===== config.mk =====
export PLATFORM = sky130hd
export DESIGN_NAME = axi_mem_bist
export DESIGN_NICKNAME = d
export VERILOG_FILES = /design/src/rtl/axi_mem_pkg.sv /design/src/rtl/bist_pattern.sv /design/src/rtl/axi_mem_bist.sv
export SDC_FILE = /design/constraint.sdc
export NUM_CORES = 1
export LEC_CHECK = 0
export BUFFER_PORTS_ARGS = -buffer_cell sky130_fd_sc_hd__clkbuf_2
export CAP_MARGIN = 5
export CORE_MARGIN = 10
export CORE_UTILIZATION = 41
export DETAILED_ROUTE_END_ITERATION = 6
export GPL_ROUTABILITY_DRIVEN = 0
export PLACE_DENSITY_LB_ADDON = 0.1
export SLEW_MARGIN = 20
export SYNTH_ARGS = -nofsm -noshare
export SYNTH_HDL_FRONTEND = slang
export SYNTH_SLANG_ARGS = --single-unit

===== constraint.sdc =====
create_clock -name s_aclk -period 2.3 [get_ports s_aclk]
set_input_delay 0.23 -clock s_aclk [delete_from_list [all_inputs] [get_ports s_aclk]]
set_output_delay 0.23 -clock s_aclk [all_outputs]
set_load 0.1 [all_outputs]

===== src/rtl/axi_mem_pkg.sv =====
// Shared FSM state type and AXI encodings for the memory BIST.
package axi_mem_pkg;

  typedef enum logic [2:0] {
    IDLE,
    WADDR,
    WDATA,
    WRESP,
    RADDR,
    RDATA,
    DONE
  } bist_state_t;

  localparam logic [1:0] AXI_BURST_INCR = 2'b01;
  localparam logic [2:0] AXI_SIZE_4B    = 3'b010;
  localparam logic [1:0] AXI_RESP_OKAY  = 2'b00;

  // Byte address of a 32-bit beat index.
  function automatic logic [31:0] beat_to_addr(input logic [31:0] beat);
    return beat << 2;
  endfunction

endpackage


===== src/rtl/bist_pattern.sv =====
// Test pattern generator and comparator: expected word = beat index XOR seed.
module bist_pattern #(
  parameter int unsigned G_DATAWIDTH = 32,
  parameter int unsigned G_IDXWIDTH  = 11
) (
  input  logic [G_IDXWIDTH-1:0]  idx,
  input  logic [G_DATAWIDTH-1:0] seed,
  input  logic [G_DATAWIDTH-1:0] data,
  output logic [G_DATAWIDTH-1:0] expected_c,
  output logic                   mismatch_c
);

  // Pattern word for the addressed beat and its comparison against data.
  always_comb begin
    expected_c = G_DATAWIDTH'(idx) ^ seed;
    mismatch_c = (data != expected_c);
  end

endmodule


===== src/rtl/axi_mem_bist.sv =====
// AXI4 memory BIST master: writes an index^seed pattern in INCR bursts,
// reads it back, and reports error count and first failing address.
module axi_mem_bist
  import axi_mem_pkg::*;
#(
  parameter int unsigned G_DATAWIDTH = 32,
  parameter int unsigned G_MEMDEPTH  = 1024,
  parameter int unsigned G_ID_WIDTH  = 1,
  parameter int unsigned G_BURSTLEN  = 16
) (
  input  logic                   s_aclk,
  input  logic                   s_aresetn,
  input  logic                   i_start,
  input  logic [G_DATAWIDTH-1:0] i_seed,
  output logic [G_ID_WIDTH-1:0]  m_axi_awid,
  output logic [31:0]            m_axi_awaddr,
  output logic [7:0]             m_axi_awlen,
  output logic [2:0]             m_axi_awsize,
  output logic [1:0]             m_axi_awburst,
  output logic                   m_axi_awvalid,
  input  logic                   m_axi_awready,
  output logic [G_DATAWIDTH-1:0] m_axi_wdata,
  output logic [3:0]             m_axi_wstrb,
  output logic                   m_axi_wlast,
  output logic                   m_axi_wvalid,
  input  logic                   m_axi_wready,
  input  logic [G_ID_WIDTH-1:0]  m_axi_bid,
  input  logic [1:0]             m_axi_bresp,
  input  logic                   m_axi_bvalid,
  output logic                   m_axi_bready,
  output logic [G_ID_WIDTH-1:0]  m_axi_arid,
  output logic [31:0]            m_axi_araddr,
  output logic [7:0]             m_axi_arlen,
  output logic [2:0]             m_axi_arsize,
  output logic [1:0]             m_axi_arburst,
  output logic                   m_axi_arvalid,
  input  logic                   m_axi_arready,
  input  logic [G_ID_WIDTH-1:0]  m_axi_rid,
  input  logic [G_DATAWIDTH-1:0] m_axi_rdata,
  input  logic [1:0]             m_axi_rresp,
  input  logic                   m_axi_rlast,
  input  logic                   m_axi_rvalid,
  output logic                   m_axi_rready,
  output logic                   o_busy,
  output logic                   o_done,
  output logic                   o_pass,
  output logic [15:0]            o_err_cnt,
  output logic [31:0]            o_first_err_addr
);

  localparam int unsigned CW = $clog2(G_MEMDEPTH) + 1;
  localparam int unsigned BW = (G_BURSTLEN > 1) ? $clog2(G_BURSTLEN) : 1;
  localparam logic [CW-1:0] BEAT_END  = CW'(G_MEMDEPTH);
  localparam logic [BW-1:0] BURST_END = BW'(G_BURSTLEN - 1);
  localparam logic [7:0]    AXI_LEN   = 8'(G_BURSTLEN - 1);

  bist_state_t             state;
  logic [CW-1:0]           beat;
  logic [BW-1:0]           bbeat;
  logic [G_DATAWIDTH-1:0]  seed_q;
  logic [31:0]             burst_addr;

  logic [CW-1:0]           beat_inc_c;
  logic [CW-1:0]           pat_idx_c;
  logic [31:0]             beat_addr_c;
  logic [31:0]             next_addr_c;
  logic                    burst_end_c;
  logic [G_DATAWIDTH-1:0]  expected_c;
  logic                    mismatch_c;
  logic                    err_c;
  logic [31:0]             err_addr_c;
  logic                    unused_c;

  // Fixed burst attributes, zeroed while idle.
  assign m_axi_awid    = '0;
  assign m_axi_arid    = '0;
  assign m_axi_awlen   = o_busy ? AXI_LEN : 8'h00;
  assign m_axi_arlen   = o_busy ? AXI_LEN : 8'h00;
  assign m_axi_awsize  = o_busy ? AXI_SIZE_4B : 3'b000;
  assign m_axi_arsize  = o_busy ? AXI_SIZE_4B : 3'b000;
  assign m_axi_awburst = o_busy ? AXI_BURST_INCR : 2'b00;
  assign m_axi_arburst = o_busy ? AXI_BURST_INCR : 2'b00;
  assign m_axi_wstrb   = o_busy ? 4'hF : 4'h0;
  assign unused_c      = ^{m_axi_bid, m_axi_rid};

  // Beat/address arithmetic; during WDATA the pattern looks one beat ahead.
  always_comb begin
    beat_inc_c  = beat + CW'(1);
    pat_idx_c   = (state == WDATA) ? beat_inc_c : beat;
    beat_addr_c = beat_to_addr(32'(beat));
    next_addr_c = beat_to_addr(32'(beat_inc_c));
    burst_end_c = (bbeat == BURST_END);
  end

  bist_pattern #(
    .G_DATAWIDTH (G_DATAWIDTH),
    .G_IDXWIDTH  (CW)
  ) u_pattern (
    .idx        (pat_idx_c),
    .seed       (seed_q),
    .data       (m_axi_rdata),
    .expected_c (expected_c),
    .mismatch_c (mismatch_c)
  );

  // Error detection on write responses and read beats.
  always_comb begin
    err_c      = 1'b0;
    err_addr_c = beat_addr_c;
    if (state == WRESP && m_axi_bvalid && m_axi_bready && m_axi_bresp != AXI_RESP_OKAY) begin
      err_c      = 1'b1;
      err_addr_c = burst_addr;
    end else if (state == RDATA && m_axi_rvalid && m_axi_rready &&
                 (mismatch_c || m_axi_rresp != AXI_RESP_OKAY || m_axi_rlast != burst_end_c)) begin
      err_c = 1'b1;
    end
  end

  // BIST sequencer with registered AXI handshakes and status.
  always_ff @(posedge s_aclk) begin
    if (!s_aresetn) begin
      state            <= IDLE;
      beat             <= '0;
      bbeat            <= '0;
      seed_q           <= '0;
      burst_addr       <= '0;
      m_axi_awaddr     <= '0;
      m_axi_awvalid    <= 1'b0;
      m_axi_wdata      <= '0;
      m_axi_wlast      <= 1'b0;
      m_axi_wvalid     <= 1'b0;
      m_axi_bready     <= 1'b0;
      m_axi_araddr     <= '0;
      m_axi_arvalid    <= 1'b0;
      m_axi_rready     <= 1'b0;
      o_busy           <= 1'b0;
      o_done           <= 1'b0;
      o_pass           <= 1'b0;
      o_err_cnt        <= '0;
      o_first_err_addr <= '0;
    end else begin
      o_done <= 1'b0;
      if (err_c) begin
        if (o_err_cnt != 16'hFFFF) o_err_cnt <= o_err_cnt + 16'd1;
        if (o_err_cnt == 16'd0)    o_first_err_addr <= err_addr_c;
      end
      case (state)
        IDLE: begin
          if (i_start) begin
            state            <= WADDR;
            o_busy           <= 1'b1;
            seed_q           <= i_seed;
            beat             <= '0;
            bbeat            <= '0;
            burst_addr       <= '0;
            m_axi_awaddr     <= '0;
            m_axi_awvalid    <= 1'b1;
            o_err_cnt        <= '0;
            o_first_err_addr <= '0;
            o_pass           <= 1'b0;
          end
        end
        WADDR: begin
          if (m_axi_awready) begin
            state         <= WDATA;
            m_axi_awvalid <= 1'b0;
            m_axi_awaddr  <= '0;
            m_axi_wvalid  <= 1'b1;
            m_axi_wdata   <= expected_c;
            m_axi_wlast   <= burst_end_c;
          end
        end
        WDATA: begin
          if (m_axi_wready) begin
            beat <= beat_inc_c;
            if (m_axi_wlast) begin
              state        <= WRESP;
              bbeat        <= '0;
              m_axi_wvalid <= 1'b0;
              m_axi_wlast  <= 1'b0;
              m_axi_wdata  <= '0;
              m_axi_bready <= 1'b1;
            end else begin
              bbeat       <= bbeat + BW'(1);
              m_axi_wdata <= expected_c;
              m_axi_wlast <= ((bbeat + BW'(1)) == BURST_END);
            end
          end
        end
        WRESP: begin
          if (m_axi_bvalid) begin
            m_axi_bready <= 1'b0;
            if (beat == BEAT_END) begin
              state         <= RADDR;
              beat          <= '0;
              burst_addr    <= '0;
              m_axi_araddr  <= '0;
              m_axi_arvalid <= 1'b1;
            end else begin
              state         <= WADDR;
              burst_addr    <= beat_addr_c;
              m_axi_awaddr  <= beat_addr_c;
              m_axi_awvalid <= 1'b1;
            end
          end
        end
        RADDR: begin
          if (m_axi_arready) begin
            state         <= RDATA;
            m_axi_arvalid <= 1'b0;
            m_axi_araddr  <= '0;
            m_axi_rready  <= 1'b1;
          end
        end
        RDATA: begin
          if (m_axi_rvalid) begin
            beat <= beat_inc_c;
            if (burst_end_c) begin
              bbeat        <= '0;
              m_axi_rready <= 1'b0;
              if (beat_inc_c == BEAT_END) begin
                state  <= DONE;
                o_done <= 1'b1;
                o_pass <= (o_err_cnt == 16'd0) && !err_c;
              end else begin
                state         <= RADDR;
                burst_addr    <= next_addr_c;
                m_axi_araddr  <= next_addr_c;
                m_axi_arvalid <= 1'b1;
              end
            end else begin
              bbeat <= bbeat + BW'(1);
            end
          end
        end
        DONE: begin
          state  <= IDLE;
          o_busy <= 1'b0;
        end
        default: state <= IDLE;
      endcase
    end
  end

endmodule

==> out/metrics.cfg, run 1 <==
[run_status]
outcome = finished, violations left
violations = negative setup slack

[yosys]
synthCells = 1062
ys_async_sr_fraction_pct = 0
synth_edf_count = 0
syn-cell-area_sq_um = 8610
syn_area_per_cell_sq_um = 8.11
synth_seq_cells = 172
post_synth_num_cell_types = 70
yosysWarnings = 0
ys_seq_area_share_pct = 40.0
synth_ff_type = dfxtp_1

[route]
postRouteWirelength_mm = 30.5
drtAntennaViolNets = 0
drt_iter0_drc = 559
avgRoutedWirePerCell_um = 18.3
vias = 8573
drc = 0
drt_pass1_iterations = 5
vias_per_cell = 5.14

[pwr]
seqPwrFrac_pct = 28.5
clock_power_share_pct = 23.9
switchingPower_mw = 5.46
ir_drop_v = 0.000757
leakagePower_nw = 5.48
intPower_mw = 6.89
pwr-share-comb_pct = 47.6
cellPowerDensity_nw_per_um2 = 973
sw_frac_of_total_pct = 44.2

[setup_path]
path_max_fanout = 8
critPathCaptureType = flop
timing_worst_setup_path_type = reg2reg
arrival_ns = 2.96
crit_required_ns = 2.66
startpoint_type = flop
r2r-start = state[2]
startpoint = state[2]

[die]
ios = 264
fp.dieH_um = 165
die_area_sq_um = 27200
die_w_um = 165
core_area_sq_um = 20400
rows = 52
start_util_pct = 42.2

[hold_path]
hold_class = in2reg
hold_start = i_seed[24]

[global_route]
grt_max_degree = 118
antenna_found_initial = 0
grt_pass1_wl_mm = 46.0
overflow = 0
grt_pass1_vias = 8471
grt_util_all_layers_pct = 21.2

[timing]
final_max_slew_viol_count = 0
period_needed_ns = 2.60
tightest_slew_ns = 0.770
max_freq_ghz = 0.385
min_period_over_period_pct = 113
grt_setup_unrepaired = true
timing.hold.ws_ns = 0.00755
hold_viol = 0
slew_headroom_pct = 48.5
skew_ns = 0.0123
fin_ws_ns = -0.299
setup_viol = 81

[clock_tree]
clockRootBuffer = clkbuf_16
clk_pin_slew_ns = 0.08
cts_tree = built
clock_path_buffers = 2
h-tree-depth = 4
numCtsBuffers = 17
clock_latency_ns = 0.44
cts_sinks = 172

[placement]
preCtsSetupSlack_ns = -0.353
hpwlAfterDp_mm = 21.3
port_buffers = 203
dp_cells = 1577

[cells_and_area]
nets = 1469
n_fill_cell = 1809
seqCellArea_sq_um = 3490
layout-drive-gt1-share_pct = 43.7
layout.cells.non_filler = 1667
diodes = 0
multi_input_area_sq_um = 5420
syn2layout_area_growth_pct = 47.3

[run]
cap_violations = 0

Yosys cell counts, types with 8 or more instances:
cell | count | share of area (%)
nor4_1 | 12 | 0.87
and2_1 | 27 | 2.0
dfxtp_1 | 172 | 40
buf_4 | 74 | 6.5
nand3_1 | 40 | 2.3
inv_1 | 13 | 0.57
and3_1 | 11 | 0.80
a22oi_1 | 32 | 2.8
nor2_1 | 120 | 5.2
a211oi_1 | 19 | 1.7
xor2_1 | 36 | 3.7
nand4_1 | 12 | 0.87
o21ai_0 | 22 | 1.3
clkbuf_1 | 55 | 2.4
or3_1 | 8 | 0.58
xnor2_1 | 30 | 3.1
nand2_1 | 136 | 5.9
mux2i_1 | 14 | 1.6
buf_2 | 11 | 0.64
nor3_1 | 19 | 1.1
a21oi_1 | 92 | 5.3
power by group through the flow:
stage                     sequential, mW  combinational (mW)  clock (mW)
after floorplan                     3.93                3.00           0
after global placement              3.54                4.51           0
after detailed placement            3.55                4.52           0
after CTS                           3.51                5.20        3.01
after global routing                3.56                6.20        3.13
final                               3.51                5.88        2.95
repair_timing:
action,4_1_cts,5_1_grt
endpoints found under the setup margin,79,96
gates cloned,6,5
gates resized for setup,76,162
endpoints found under the hold margin,14,0
buffers inserted,22,14
hold buffers,14,0
pin swaps,27,77
area by class of cell:
type / instances / area share, %
clock buffer: 17 / 3.35
clock inverter: 15 / 1.38
inverter: 14 / 0.424
multi-input combinational: 785 / 42.7
sequential: 172 / 27.5
tap: 270 / 2.66
timing repair buffer: 394 / 21.9
cell families (layout without fill, tap and decap cells):
family | count (synthesis) | count (layout) | share of synthesized area, %
AO/OA/AOI/OAI | 218 | 218 | 16.3
XOR/XNOR | 68 | 68 | 7.25
adder cells (fa/ha/maj) | 6 | 6 | 0.872
buffers and inverters | 164 | 440 | 10.7
flip-flops | 172 | 172 | 40.0
multiplexers | 15 | 15 | 1.76
other | 1 | 58 | 0.0435
AND/OR/NAND/NOR | 418 | 420 | 23.1
worst paths after layout:
| path | end | slack (ns) | cells after the start |
|---|---|---|---|
| max | o_err_cnt[14] | -0.30 | 10 |
| min | seed_q[24] | 0.008 | 3 |
| max reg2reg | o_err_cnt[14] | -0.30 | 10 |
| min reg2reg | m_axi_awaddr[4] | 0.45 | 2 |
per-layer routing:
layer,part of all wire [%],vias to the layer above,track usage [%]
li1,-,4190,-
met1,39,3996,24.7
met2,49,342,36.4
met3,10,45,6.92
met4,2.2,0,5.80
met5,0,-,0
placed cells by master (no fill, tap or decap), drive strengths merged, types with 11 or more instances in the layout:
master	synthesis	routed
clkbuf	58	222
buf	92	175
dfxtp	172	172
nand2	136	136
nor2	120	121
a21oi	93	93
conb	1	58
nand3	40	40
xor2	36	36
a22oi	32	32
xnor2	30	30
and2	27	27
o21ai	22	22
a211oi	20	20
nor3	20	20
inv	13	19
nor4	15	15
mux2i	14	14
dlygate4sd3	0	14
nand4	12	12
and3	11	11
stage by stage:
step / utilization (%) / total power [mW] / setup TNS, ns / area [sq um]
floorplan: - / 6.93 / -1.69 / 9030
CTS: 58.3 / 11.7 / -10.77 / 11900
finish: 62.1 / 12.3 / -13.57 / 12700
detailed placement: 51.7 / 8.07 / -16.47 / 10600
global route: 62.1 / 12.9 / -22.61 / 12700
global placement: 51.7 / 8.05 / -11.32 / 10600
state kept, by name, summed over array words and instances, names as in the netlist:
signal,flops
m_axi_wdata,32
o_first_err_addr,32
seed_q,32
o_err_cnt,16
beat,11
burst_addr,11
m_axi_araddr,11
m_axi_awaddr,11
bbeat,4
state,3
m_axi_arvalid,1
m_axi_awvalid,1
m_axi_bready,1
m_axi_rready,1
m_axi_wlast,1
m_axi_wvalid,1
o_busy,1
o_done,1
o_pass,1
critical path: stages, from the launching register on:
cell and delay (ns):
dfxtp_2 0.32, or3b_4 0.45, buf_4 0.17, nor3_4 0.20, xnor2_2 0.11, a2111oi_4 0.29
and4_4 0.35, a21oi_4 0.10, buf_12 0.14, and4_4 0.17, a311oi_2 0.21
Note: power is estimated with default switching activity, not from simulation.
==> inputs of run 2 (changes only) <==
==> constraint.sdc (replaced) <==
create_clock -name s_aclk -period 2.09 [get_ports s_aclk]
set_input_delay 0.209 -clock s_aclk [delete_from_list [all_inputs] [get_ports s_aclk]]
set_output_delay 0.209 -clock s_aclk [all_outputs]
set_load 0.1 [all_outputs]
==> run 2 against run 1 <==
Against the previous run:
- the run still ends with negative setup slack left
- non-clock buffer count grew 11
- first-iteration DRC count is 9.8% lower
- total power up 2.2%
- hold slack gained 0.011 ns
- via count is 1.5% lower
- largest cell class unchanged
- largest power group unchanged
- highest routed layer is now met5
==> out/metrics.cfg, run 2 (synthesis gave the netlist of run 1 again) <==
[run_status]
outcome = finished, violations left
violations = negative setup slack

[timing]
setup_tns_ns = -22.05  ; -8.49 ns
setup_viol = 94  ; +16%
max_freq_ghz = 0.395  ; +2.5%
slew_headroom_pct = 61.5  ; +13 points
timing.hold.ws_ns = 0.0184  ; +0.0108 ns
min_period_over_period_pct = 121  ; +8.3 points
final_max_slew_viol_count = 0  ; unchanged
period_needed_ns = 2.53  ; -0.0638 ns
hold_viol = 0  ; unchanged
grt_setup_unrepaired = true
fin_ws_ns = -0.445  ; -0.146 ns
tightest_slew_ns = 0.580  ; -0.189 ns
skew_ns = 0.0192  ; +0.00695 ns

[die]
die_area_sq_um = 27200  ; unchanged
fp.dieH_um = 165  ; unchanged
start_util_pct = 42.2  ; unchanged
rows = 52  ; unchanged
ios = 264  ; unchanged
die_w_um = 165  ; unchanged
core_area_sq_um = 20400  ; unchanged

[global_route]
grt_util_all_layers_pct = 20.6  ; -0.57 points
overflow = 0  ; unchanged
antenna_found_initial = 1  ; +1
grt_max_degree = 101  ; -14%
grt_pass1_wl_mm = 44.7  ; -2.8%
grt_pass1_vias = 8349  ; -1.4%

[clock_tree]
clk_pin_slew_ns = 0.07  ; about the same
clockRootBuffer = clkbuf_16
h-tree-depth = 4  ; unchanged
cts_sinks = 172  ; unchanged
numCtsBuffers = 17  ; unchanged
cts_tree = built
clock_path_buffers = 2  ; unchanged
clock_latency_ns = 0.44  ; about the same

[cells_and_area]
layout_common_cells = clkbuf_2, buf_4, dfxtp_1
final_util_pct = 59.4  ; -2.7 points
largest_registers = m_axi_wdata: 32 flops, o_first_err_addr: 32 flops, seed_q: 32 flops
syn2layout_area_growth_pct = 40.9
nets = 1479  ; +0.68%
mostFrequentLayoutCell = clkbuf_2
layout-drive-gt1-share_pct = 36.5  ; -7.2 points
final_cell_area_sq_um = 12100  ; -4.3%
diodes = 0  ; unchanged

[setup_path]
critPathBufInv = 3  ; +1
r2r-start = state[2]
slowest_stage = or3b_4
startpoint = state[2]
cp_top_family = simple AND/OR/NAND/NOR gates
cpPeakStageDelay_ns = 0.41  ; -0.04 ns
cp_cell_sequence = or3b_4 -> buf_8 -> nor3_1 -> xnor2_1 -> a2111oi_2 -> and4_4 -> a211oi_4 -> buf_4 -> clkbuf_16 -> a211oi_1
critPathCaptureType = flop
path_max_fanout = 11  ; +3
crit_required_ns = 2.44  ; -0.22 ns
startpoint_type = flop
timing_worst_setup_path_type = reg2reg
arrival_ns = 2.89  ; -0.07 ns

[placement]
preCtsSetupSlack_ns = -0.542  ; -0.190 ns
port_buffers = 203  ; unchanged
place_area_sq_um = 10900  ; +3.1%
hpwlAfterDp_mm = 21.6  ; +1.7%

[pwr]
clock_power_share_pct = 26.7  ; +2.8 points
intPower_mw = 7.14  ; +3.7%
seqPwrFrac_pct = 30.2  ; +1.7 points
leakagePower_nw = 5.32  ; -2.9%
cellPowerDensity_nw_per_um2 = 1040  ; +6.8%
ir_drop_v = 0.000792  ; +4.6%
switchingPower_mw = 5.47  ; +0.23%
pwr-share-comb_pct = 43.1  ; -4.5 points
sw_frac_of_total_pct = 43.4  ; -0.83 points

[route]
drc = 0  ; unchanged
postRouteWirelength_mm = 28.8  ; -5.5%
drt_pass1_iterations = 5  ; unchanged
wl_met2_mm = 14.0  ; -6.4%
vias_per_cell = 5.03  ; -2.1%
drtAntennaViolNets = 0  ; unchanged
vias = 8443  ; -1.5%
highest_layer = met5
drt_iter0_drc = 504  ; -9.8%
avgRoutedWirePerCell_um = 17.2  ; -6.1%
wl_met3_mm = 2.29  ; -26%
met1_length_mm = 12.2  ; +3.9%

[hold_path]
hold_class = in2reg
hold_start = i_seed[9]

[run]
cap_violations = 0  ; unchanged

-- run 2: cell types whose count changed in the layout (fill, tap and decap cells not counted), moves of 9 or more --
cell,delta
nand2_4,-11
a21oi_1,+17
a21oi_2,-14
nand3_2,-9
nand3_1,+11
nor2_4,-12
nand2_1,+22
nor2_1,+11
dlygate4sd3_1,+13
nand2_2,-11
buf_4,+17
buf_6,-17
-- run 2: worst paths after layout --
| kind | to | slack, ns | cells after the start |
|---|---|---|---|
| worst max-delay path | o_first_err_addr[7] | -0.44 | 10 |
| worst max register to register | o_first_err_addr[7] | -0.44 | 10 |
| worst min register to register | m_axi_awaddr[6] | 0.45 | 2 |
| worst min-delay path | seed_q[9] | 0.02 | 3 |
-- run 2: through the flow --
stage               power (mW)  cells
floorplan                 7.65   1119
global placement          9.05   1612
detailed placement        9.08   1612
CTS                       12.6   1674
global route              13.2   1677
finish                    12.6   1677
-- run 2: area by class of cell --
cell class	count	area [sq um]
fill	1879	8290
inverter	14	55.1
tap	270	338
clock buffer	17	425
sequential	172	3490
multi-input combinational	784	4860
clock inverter	15	200
timing repair buffer	405	2770
-- run 2: power groups by stage --
stage	Combinational [mW]	Sequential, mW	Clock [mW]
2_1_floorplan	3.33	4.33	0
3_3_place_gp	5.17	3.88	0
3_5_place_dp	5.19	3.89	0
4_1_cts	5.34	3.81	3.42
5_1_grt	5.80	3.86	3.54
6_report	5.43	3.81	3.37
-- run 2: timing repair --
item | 4_1_cts | 5_1_grt
hold buffers | 27 | 0
setup endpoints to repair | 102 | 121
resized for setup | 37 | 35
pin swaps | 14 | 15
cloned | 1 | 1
setup buffers | 3 | 2
hold endpoints to repair | 27 | 0
-- run 2: metal layers --
| metal | global-route usage, % | vias up |
|---|---|---|
| li1 | - | 4197 |
| met1 | 25.0 | 3957 |
| met2 | 34.9 | 262 |
| met3 | 6.27 | 25 |
| met4 | 4.95 | 2 |
| met5 | 0 | - |
-- run 2: worst min-delay path, cell delays in order --
cell and delay, ns:
clkbuf_2 0.09, nand2_1 0.05, a21oi_1 0.05
